--- config.mk ---
export PLATFORM = sky130hd
export DESIGN_NAME = frame_buffer_dual_flat
export DESIGN_NICKNAME = d
export VERILOG_FILES = /design/src/rtl/frame_buffer_dual_if.sv /design/src/rtl/frame_buffer_dual.sv /design/src/flat_wrapper.sv
export SDC_FILE = /design/constraint.sdc
export NUM_CORES = 2
export LEC_CHECK = 0
export CORE_ASPECT_RATIO = 0.7
export CORE_MARGIN = 3
export CORE_UTILIZATION = 54
export DETAILED_ROUTE_END_ITERATION = 6
export PLACE_DENSITY_LB_ADDON = 0.12
export SYNTH_ARGS = -nofsm -noshare
export SYNTH_HDL_FRONTEND = slang
export SYNTH_SLANG_ARGS = --single-unit
--- constraint.sdc ---
create_clock -name clk -period 14.05 [get_ports clk]
set_input_delay 2.81 -clock clk [delete_from_list [all_inputs] [get_ports clk]]
set_output_delay 2.81 -clock clk [all_outputs]
set_load 0.02 [all_outputs]
--- src/rtl/frame_buffer_dual_if.sv ---
// Writer-side port of the ping-pong frame buffer: pixel writes, commit and clear requests.
// Signals: wr_valid/wr_ready handshake, wr_addr/wr_data, wr_commit pulse, clear_req pulse with clear_data.
// master = writer (pattern generator / UART loader), slave = frame_buffer_dual.
interface frame_buffer_dual_if #(
    parameter int ADDR_WIDTH  = 8,
    parameter int COLOR_DEPTH = 8
);
    logic                   wr_valid;
    logic                   wr_ready;
    logic [ADDR_WIDTH-1:0]  wr_addr;
    logic [COLOR_DEPTH-1:0] wr_data;
    logic                   wr_commit;
    logic                   clear_req;
    logic [COLOR_DEPTH-1:0] clear_data;

    modport master (
        output wr_valid, wr_addr, wr_data, wr_commit, clear_req, clear_data,
        input  wr_ready
    );

    modport slave (
        input  wr_valid, wr_addr, wr_data, wr_commit, clear_req, clear_data,
        output wr_ready
    );
endinterface

--- src/rtl/frame_buffer_dual.sv ---
// Double-buffered (ping-pong) RGB332 pixel store; back bank written by the writer, front bank read by the LED driver.
// Read latency 1 cycle, never stalls; writes accepted in the same cycle while in WRITE.
// wr_ready drops during a hardware clear and while waiting for a frame boundary to swap banks.
// Ports: clk, rst_n (async active-low), read_addr -> pixel_data, pwm_cycle_end/row_counter (frame boundary),
//        wr (writer interface, slave side), busy, swap_done, front_sel.
module frame_buffer_dual #(
    parameter int COLOR_DEPTH = 8,
    parameter int ADDR_WIDTH  = 8,
    parameter int MATRIX_SIZE = 16
) (
    input  logic                   clk,
    input  logic                   rst_n,
    input  logic [ADDR_WIDTH-1:0]  read_addr,
    output logic [COLOR_DEPTH-1:0] pixel_data,
    input  logic                   pwm_cycle_end,
    input  logic [3:0]             row_counter,
    frame_buffer_dual_if.slave     wr,
    output logic                   busy,
    output logic                   swap_done,
    output logic                   front_sel
);
    localparam int DEPTH = 1 << ADDR_WIDTH;

    typedef enum logic [1:0] {
        ST_WRITE     = 2'd0,
        ST_CLEAR     = 2'd1,
        ST_SWAP_WAIT = 2'd2
    } state_t;

    state_t                 state_q, state_d;
    logic                   front_q, front_d;
    logic                   swap_q, swap_d;
    logic                   pend_q, pend_d;
    logic [ADDR_WIDTH-1:0]  cnt_q, cnt_d;
    logic [COLOR_DEPTH-1:0] clr_q, clr_d;
    logic                   live_q;       // low only until the first clock after reset
    logic [COLOR_DEPTH-1:0] pix_q;

    logic                   frame_end;
    logic                   cnt_last;
    logic                   ready;
    logic                   mem_we;
    logic [ADDR_WIDTH-1:0]  mem_wa;
    logic [COLOR_DEPTH-1:0] mem_wd;

    // Both banks in one array; the bank select is the address MSB.
    logic [COLOR_DEPTH-1:0] mem [0:2*DEPTH-1];

    assign frame_end = pwm_cycle_end && (row_counter == 4'(MATRIX_SIZE - 1));
    assign cnt_last  = (cnt_q == {ADDR_WIDTH{1'b1}});

    // State register
    always_ff @(posedge clk or negedge rst_n) begin
        if (!rst_n) begin
            state_q <= ST_WRITE;
            front_q <= 1'b0;
            swap_q  <= 1'b0;
            pend_q  <= 1'b0;
            cnt_q   <= '0;
            clr_q   <= '0;
            live_q  <= 1'b0;
        end else begin
            state_q <= state_d;
            front_q <= front_d;
            swap_q  <= swap_d;
            pend_q  <= pend_d;
            cnt_q   <= cnt_d;
            clr_q   <= clr_d;
            live_q  <= 1'b1;
        end
    end

    // Next-state logic
    always_comb begin
        state_d = state_q;
        front_d = front_q;
        swap_d  = 1'b0;
        pend_d  = pend_q;
        cnt_d   = cnt_q;
        clr_d   = clr_q;
        case (state_q)
            ST_WRITE: begin
                if (wr.clear_req) begin
                    state_d = ST_CLEAR;
                    clr_d   = wr.clear_data;
                    cnt_d   = '0;
                    pend_d  = wr.wr_commit;
                end else if (wr.wr_commit) begin
                    state_d = ST_SWAP_WAIT;
                end
            end
            ST_CLEAR: begin
                cnt_d = cnt_q + 1'b1;
                if (cnt_last) begin
                    // A commit arriving on the final clear cycle still counts.
                    state_d = (pend_q || wr.wr_commit) ? ST_SWAP_WAIT : ST_WRITE;
                    pend_d  = 1'b0;
                end else if (wr.wr_commit) begin
                    pend_d = 1'b1;
                end
            end
            ST_SWAP_WAIT: begin
                // Only boundaries seen while already in this state count, so a
                // frame_end coinciding with the commit cycle is skipped naturally.
                if (frame_end) begin
                    state_d = ST_WRITE;
                    front_d = ~front_q;
                    swap_d  = 1'b1;
                end
            end
            default: state_d = ST_WRITE;
        endcase
    end

    // Output logic
    always_comb begin
        ready  = live_q && (state_q == ST_WRITE);
        busy   = (state_q != ST_WRITE);
        mem_we = 1'b0;
        mem_wa = wr.wr_addr;
        mem_wd = wr.wr_data;
        case (state_q)
            ST_WRITE: mem_we = wr.wr_valid && ready;
            ST_CLEAR: begin
                mem_we = 1'b1;
                mem_wa = cnt_q;
                mem_wd = clr_q;
            end
            default: mem_we = 1'b0;
        endcase
    end

    // Back-bank write port; contents are deliberately not reset.
    always_ff @(posedge clk) begin
        if (mem_we) begin
            mem[{~front_q, mem_wa}] <= mem_wd;
        end
    end

    // Front-bank read port; uses the bank selected before any toggle on this edge.
    always_ff @(posedge clk or negedge rst_n) begin
        if (!rst_n) begin
            pix_q <= '0;
        end else begin
            pix_q <= mem[{front_q, read_addr}];
        end
    end

    assign pixel_data  = pix_q;
    assign wr.wr_ready = ready;
    assign swap_done   = swap_q;
    assign front_sel   = front_q;
endmodule

--- src/flat_wrapper.sv ---
// flat-port wrapper written by rule: the top's interface ports become plain ports
module frame_buffer_dual_flat 
#(
    parameter int COLOR_DEPTH = 8,
    parameter int ADDR_WIDTH  = 8,
    parameter int MATRIX_SIZE = 16
)
  (clk, rst_n, read_addr, pixel_data, pwm_cycle_end, row_counter, busy, swap_done, front_sel, wr_wr_valid, wr_wr_addr, wr_wr_data, wr_wr_commit, wr_clear_req, wr_clear_data, wr_wr_ready);
  frame_buffer_dual_if #(.ADDR_WIDTH(ADDR_WIDTH), .COLOR_DEPTH(COLOR_DEPTH)) wr_i ();
  input  logic clk;
  input  logic rst_n;
  input  logic [ADDR_WIDTH-1:0] read_addr;
  output logic [COLOR_DEPTH-1:0] pixel_data;
  input  logic pwm_cycle_end;
  input  logic [3:0] row_counter;
  output logic busy;
  output logic swap_done;
  output logic front_sel;
  input wire logic [$bits(wr_i.wr_valid)-1:0] wr_wr_valid;
  input wire logic [$bits(wr_i.wr_addr)-1:0] wr_wr_addr;
  input wire logic [$bits(wr_i.wr_data)-1:0] wr_wr_data;
  input wire logic [$bits(wr_i.wr_commit)-1:0] wr_wr_commit;
  input wire logic [$bits(wr_i.clear_req)-1:0] wr_clear_req;
  input wire logic [$bits(wr_i.clear_data)-1:0] wr_clear_data;
  output wire logic [$bits(wr_i.wr_ready)-1:0] wr_wr_ready;
  assign wr_i.wr_valid = wr_wr_valid;
  assign wr_i.wr_addr = wr_wr_addr;
  assign wr_i.wr_data = wr_wr_data;
  assign wr_i.wr_commit = wr_wr_commit;
  assign wr_i.clear_req = wr_clear_req;
  assign wr_i.clear_data = wr_clear_data;
  assign wr_wr_ready = wr_i.wr_ready;
  frame_buffer_dual #(.COLOR_DEPTH(COLOR_DEPTH), .ADDR_WIDTH(ADDR_WIDTH), .MATRIX_SIZE(MATRIX_SIZE)) u_core (.clk(clk), .rst_n(rst_n), .read_addr(read_addr), .pixel_data(pixel_data), .pwm_cycle_end(pwm_cycle_end), .row_counter(row_counter), .wr(wr_i), .busy(busy), .swap_done(swap_done), .front_sel(front_sel));
endmodule
# [Yosys cells after proc, flatten, opt, wreduce, memory -nomap -nowiden]
# Memory sizes are Yosys's and may differ from the RTL's. A register that Yosys moved wholly into a read port is not among the register bits.
# Cells that the tools add are included.
[totals] ff_bits=22 ramBits=4096 in_bits=42 out_inout_bits=12 wordCells=51 memories=1
[op_classes] add_sub_neg=1 n_eq_ne=9 mux=19 n_bitwise=1 n_reduce_logical=13
[mem_list] memory="u_core.mem" words=512 word_bits=8 read_ports=1 rd_ports_with_merged_regs=1 write_ports=1 line="frame_buffer_dual.sv:47" text="logic [COLOR_DEPTH-1:0] mem [0:2*DEPTH-1];"
[ops] operator="$mux 8" count=3
[ops] operator="$pmux 8 s2" count=1
[ops] operator="$mux 2" count=5
[ops] operator="$add 8x1->8 const B" count=1
[ops] operator="$eq 8x8->1 const B" count=1
[ops] operator="$mux 1" count=7
[ops] operator="$pmux 2 s3" count=1
[ops] operator="$reduce_and 2->1" count=3
[ops] operator="$reduce_and 3->1" count=2
[ops] operator="$eq 4x4->1 const B" count=1
[ops] operator="$ne 2x1->1 const B" count=2
[ops] operator="$pmux 1 s2" count=2
[ops] operator="$reduce_bool 2->1" count=2
[ops] operator="$logic_and 1x1->1" count=3
[ops] operator="$ne 3x2->1 const B" count=1
[ops] operator="$ne 3x3->1 const B" count=1
[ops] operator="$eq 2x1->1 const B" count=1
[ops] operator="$eq 2x2->1 const B" count=1
[ops] operator="$logic_not 2->1" count=1
[ops] operator="$ne 2x2->1 const B" count=1
[ops] operator="$logic_not 1->1" count=1
[ops] operator="$logic_or 1x1->1" count=1
[ops] operator="$not 1->1" count=1

# [Logic depth before layout (Yosys ltp)]
[logic_depth] ltp_word=6 mapped_depth=13 mapped_depth_nobuf=7

# [Worst setup path before layout]
# Ideal clock, no wire load.
[synth_timing] path_type="input -> register" startpoint="in wr_wr_data[0]" endpoint="mem u_core.mem[0][0], data pin" setup_ps=1445 arrival_ps=8798 required_time_ps=12605 path_slack_ps=3807 path_stages=2 path_buffers=0 cell_sequence="nand2_1 nand2_1"
[synth_between] elab_chain_len=1
[synth_rtl] item="start, declared" line="flat_wrapper.sv:21" text="input wire logic [$bits(wr_i.wr_data)-1:0] wr_wr_data;"
[synth_rtl] item="$mux 8" line="frame_buffer_dual.sv:122" text="case (state_q)"
[synth_rtl] item="via u_core.mem_wd[0]" line="frame_buffer_dual.sv:44" text="logic [COLOR_DEPTH-1:0] mem_wd;"
[synth_rtl] item="end, declared" line="frame_buffer_dual.sv:47"
# The timed path passes the listed nets, and every way through them passes these cells.

==> impl_metrics.ini <==
[run_status]
status = complete, no violations

[timing]
rsz0062_at_grt = no
slew_headroom_pct = 2.29
whs_ns = 0.508
setup_violations = 0
fin_skew_ns = 0.0379
tns_ns = 0
fin_crit_ns = 7.41
hold_viol_final = 0
tightest_slew_ns = 1.47
slew_violations = 0
final.period_utilization_pct = 52.7
max_freq_ghz = 0.135

[detailed_routing]
first_pass_iters = 7
totalWireLength_um = 426000
vias_per_cell = 6.67
drtAntennaViolNets = 0
drt_iter0_markers = 11800
vias = 83400
drc = 0
post_drt_wl_per_cell_um = 34.1

[final_layout]
multi_input_area_um2 = 34700
stdcell_count = 12500
drive_above_1_share_pct = 15.8
finalNetCount = 8274
seq_area_um2 = 124000
final.fill_count = 21100
area_growth_pct = 9.90

[clock_network]
cts_resized = 0
root_buffer = clkbuf_16
cts_tree = yes
cts_made_buffers = 382
ctsLongestPathBuffers = 4
post_cts.repair.setup_buffers = 0
hold_buffers = 0
insertion_delay_ns = 0.92
h-tree-depth = 5
cts.clk_slew.worst_paths_ns = 0.07
clock-sinks = 4126

[worst_setup_path]
cp_slowest_cell = buf_4
path_common_cell = buf_4
critPathMaxFanout = 58
rrSetupSlack_ns = 9.34
cp-startpoint = read_addr[1]
path_cells = buf_8 > buf_4 > buf_4 > buf_4 > mux4_2 > o22ai_1 > o21ai_0 > and3_1 > nand4_1 > nor4_2
endpoint_kind = register
crit_required_ns = 14.85
crit_type = input port to register
crit_arrival_ns = 8.21
worstReg2RegStart = u_core.state_q[1]
critPathMaxStageDelay_ns = 0.78
reg2reg_depth = 6
endpoint = u_core.pixel_data[7]
r2r_end = u_core.mem[414][1]
start_kind = input port

[grt]
antenna_found_initial = 27
grt_pass1_wl_um = 607000
grt_max_degree = 216
overflow = 0
first_global_vias = 80200
grt_usage_pct = 27.7

[die]
rows = 167
die-area_um2 = 306000
start_util_pct = 54.4
coreArea_um2 = 297000
die_height_um = 464
dieWidth_um = 660
ios = 54

[yosys]
syn_nets = 8215
seq_area_frac_synth_pct = 76.6
syn_inst = 8172
ys_warn_count = 0
synth.distinct_cells = 61
netlist_area_um2 = 162000
ys_top_cells_by_count = 4,096 x edfxtp_1, 824 x mux2i_1, 619 x mux4_2, 573 x nor2_1, 367 x o221ai_1
synth.avg_cell_area_um2 = 19.8
synth_edf_count = 4096
synth_area_leader_cell = edfxtp_1
yosys.area.top_type_share_pct = 76.1
synthArstFlopShare_pct = 0.727
synth_most_common_cell = edfxtp_1
synth_flop_cell = edfxtp_1
synth-seq-cells = 4126
synth_area_leaders = edfxtp_1 76%, mux4_2 8.6%, mux2i_1 5.1%

[power]
p_total_mw = 29.0
power_density_nw_per_um2 = 163
irDropWorstVdd_uv = 168
leakage_nw = 56.1

[min_path]
worst_hold_path_type = register to register
holdPathStages = 1

[placed_design]
dp_hpwl_um = 255000
port_buffers = 53
place_inst = 11800
place_congestion = 0.884

[run]
cap_viol_max_count = 0
## critical path, delay by kind of cell
kind | cells | cell delay (ns)
buf+inv | 4 | 2.51
simple gates | 3 | 1.48
compound gates | 2 | 0.76
mux | 1 | 0.40
## power breakdown
| part | total (mW) | switching [mW] | leakage, nW | internal [mW] |
|---|---|---|---|---|
| clock network | 10.3 | 4.44 | 5.97 | 5.88 |
| registers | 15.2 | 0.0721 | 37.3 | 15.2 |
| logic | 3.39 | 2.81 | 12.8 | 0.575 |
## registers in the layout, indices dropped and copies added (netlist names)
| name | flops |
|---|---|
| u_core.clr_q | 8 |
| u_core.cnt_q | 8 |
| u_core.front_sel | 1 |
| u_core.live_q | 1 |
| u_core.mem | 4096 |
| u_core.pend_q | 1 |
| u_core.pixel_data | 8 |
| u_core.state_q | 2 |
| u_core.swap_done | 1 |
## metal layers
layer | up-vias | GRT usage [%] | wire length (um) | share of wire, %
met5 | - | 0 | 171 | 0.040
met4 | 24 | 6.55 | 9880 | 2.3
met3 | 585 | 8.36 | 52200 | 12
met2 | 4747 | 37.7 | 181000 | 42
met1 | 43900 | 43.8 | 183000 | 43
li1 | 34100 | - | - | -
## worst min path at each step
| stage | startpoint | to | slack [ns] |
|---|---|---|---|
| finish | u_core.clr_q[1] | u_core.clr_q[1] | 0.51 |
| floorplan | u_core.clr_q[0] | u_core.clr_q[0] | 0.48 |
| detailed placement | u_core.clr_q[0] | u_core.clr_q[0] | 0.49 |
| CTS | u_core.clr_q[0] | u_core.clr_q[0] | 0.51 |
| global route | u_core.clr_q[3] | u_core.clr_q[3] | 0.52 |
| global placement | u_core.clr_q[0] | u_core.clr_q[0] | 0.49 |
## final cells by class
class	instances	share of cell area, %
Antenna cell	12	0.0169
Clock buffer	469	5.68
Clock inverter	212	1.18
Timing Repair Buffer	197	1.12
Inverter	8	0.0211
Tap cell	3971	2.80
Multi-Input combinational cell	3516	19.5
Sequential cell	4126	69.7
## per-stage QoR
stage	utilization [%]	instance area (um^2)	setup WS [ns]
floorplan	-	162000	3.81
global placement	55.7	165000	5.77
detailed placement	55.7	165000	5.84
CTS	59.8	178000	6.79
global route	59.8	178000	6.49
finish	59.8	178000	6.64
## cell families (layout without fill, tap and decap cells)
group | Yosys count | count (layout) | share of synthesized area [%]
buf+inv | 530 | 886 | 2.15
other cells | 1 | 13 | 0.00232
mux | 1467 | 1467 | 14.0
simple gates | 975 | 975 | 2.64
flops | 4126 | 4126 | 76.6
fa+ha+maj | 1 | 1 | 0.00774
xor+xnor | 1 | 1 | 0.00542
compound gates | 1071 | 1071 | 4.59
## cell usage in the layout, fill, tap and decap left out, types with 8 or more instances in the layout
cell and instances:
nor2_1 572, a31oi_1 8, a21oi_1 214, edfxtp_1 4096, dfrtp_1 30, o21ai_0 132
o22ai_1 186, a211oi_1 23, nand3_1 40, clkdlybuf4s50_1 47, nand2_4 24, clkbuf_16 390
a22oi_1 94, mux2i_1 824, clkbuf_1 75, nand3b_1 9, clkinv_2 61, and3_1 11
o221ai_1 367, buf_12 28, mux4_2 619, and2_1 19, nor3_1 36, nor4_1 25
bufinv_16 43, buf_4 116, mux4_1 15, o31ai_1 18, a311oi_1 8, mux2_2 9
nand4_1 47, diode_2 12, clkinv_1 91, nand2_1 132
No activity file was read; power rests on OpenSTA's default activity.
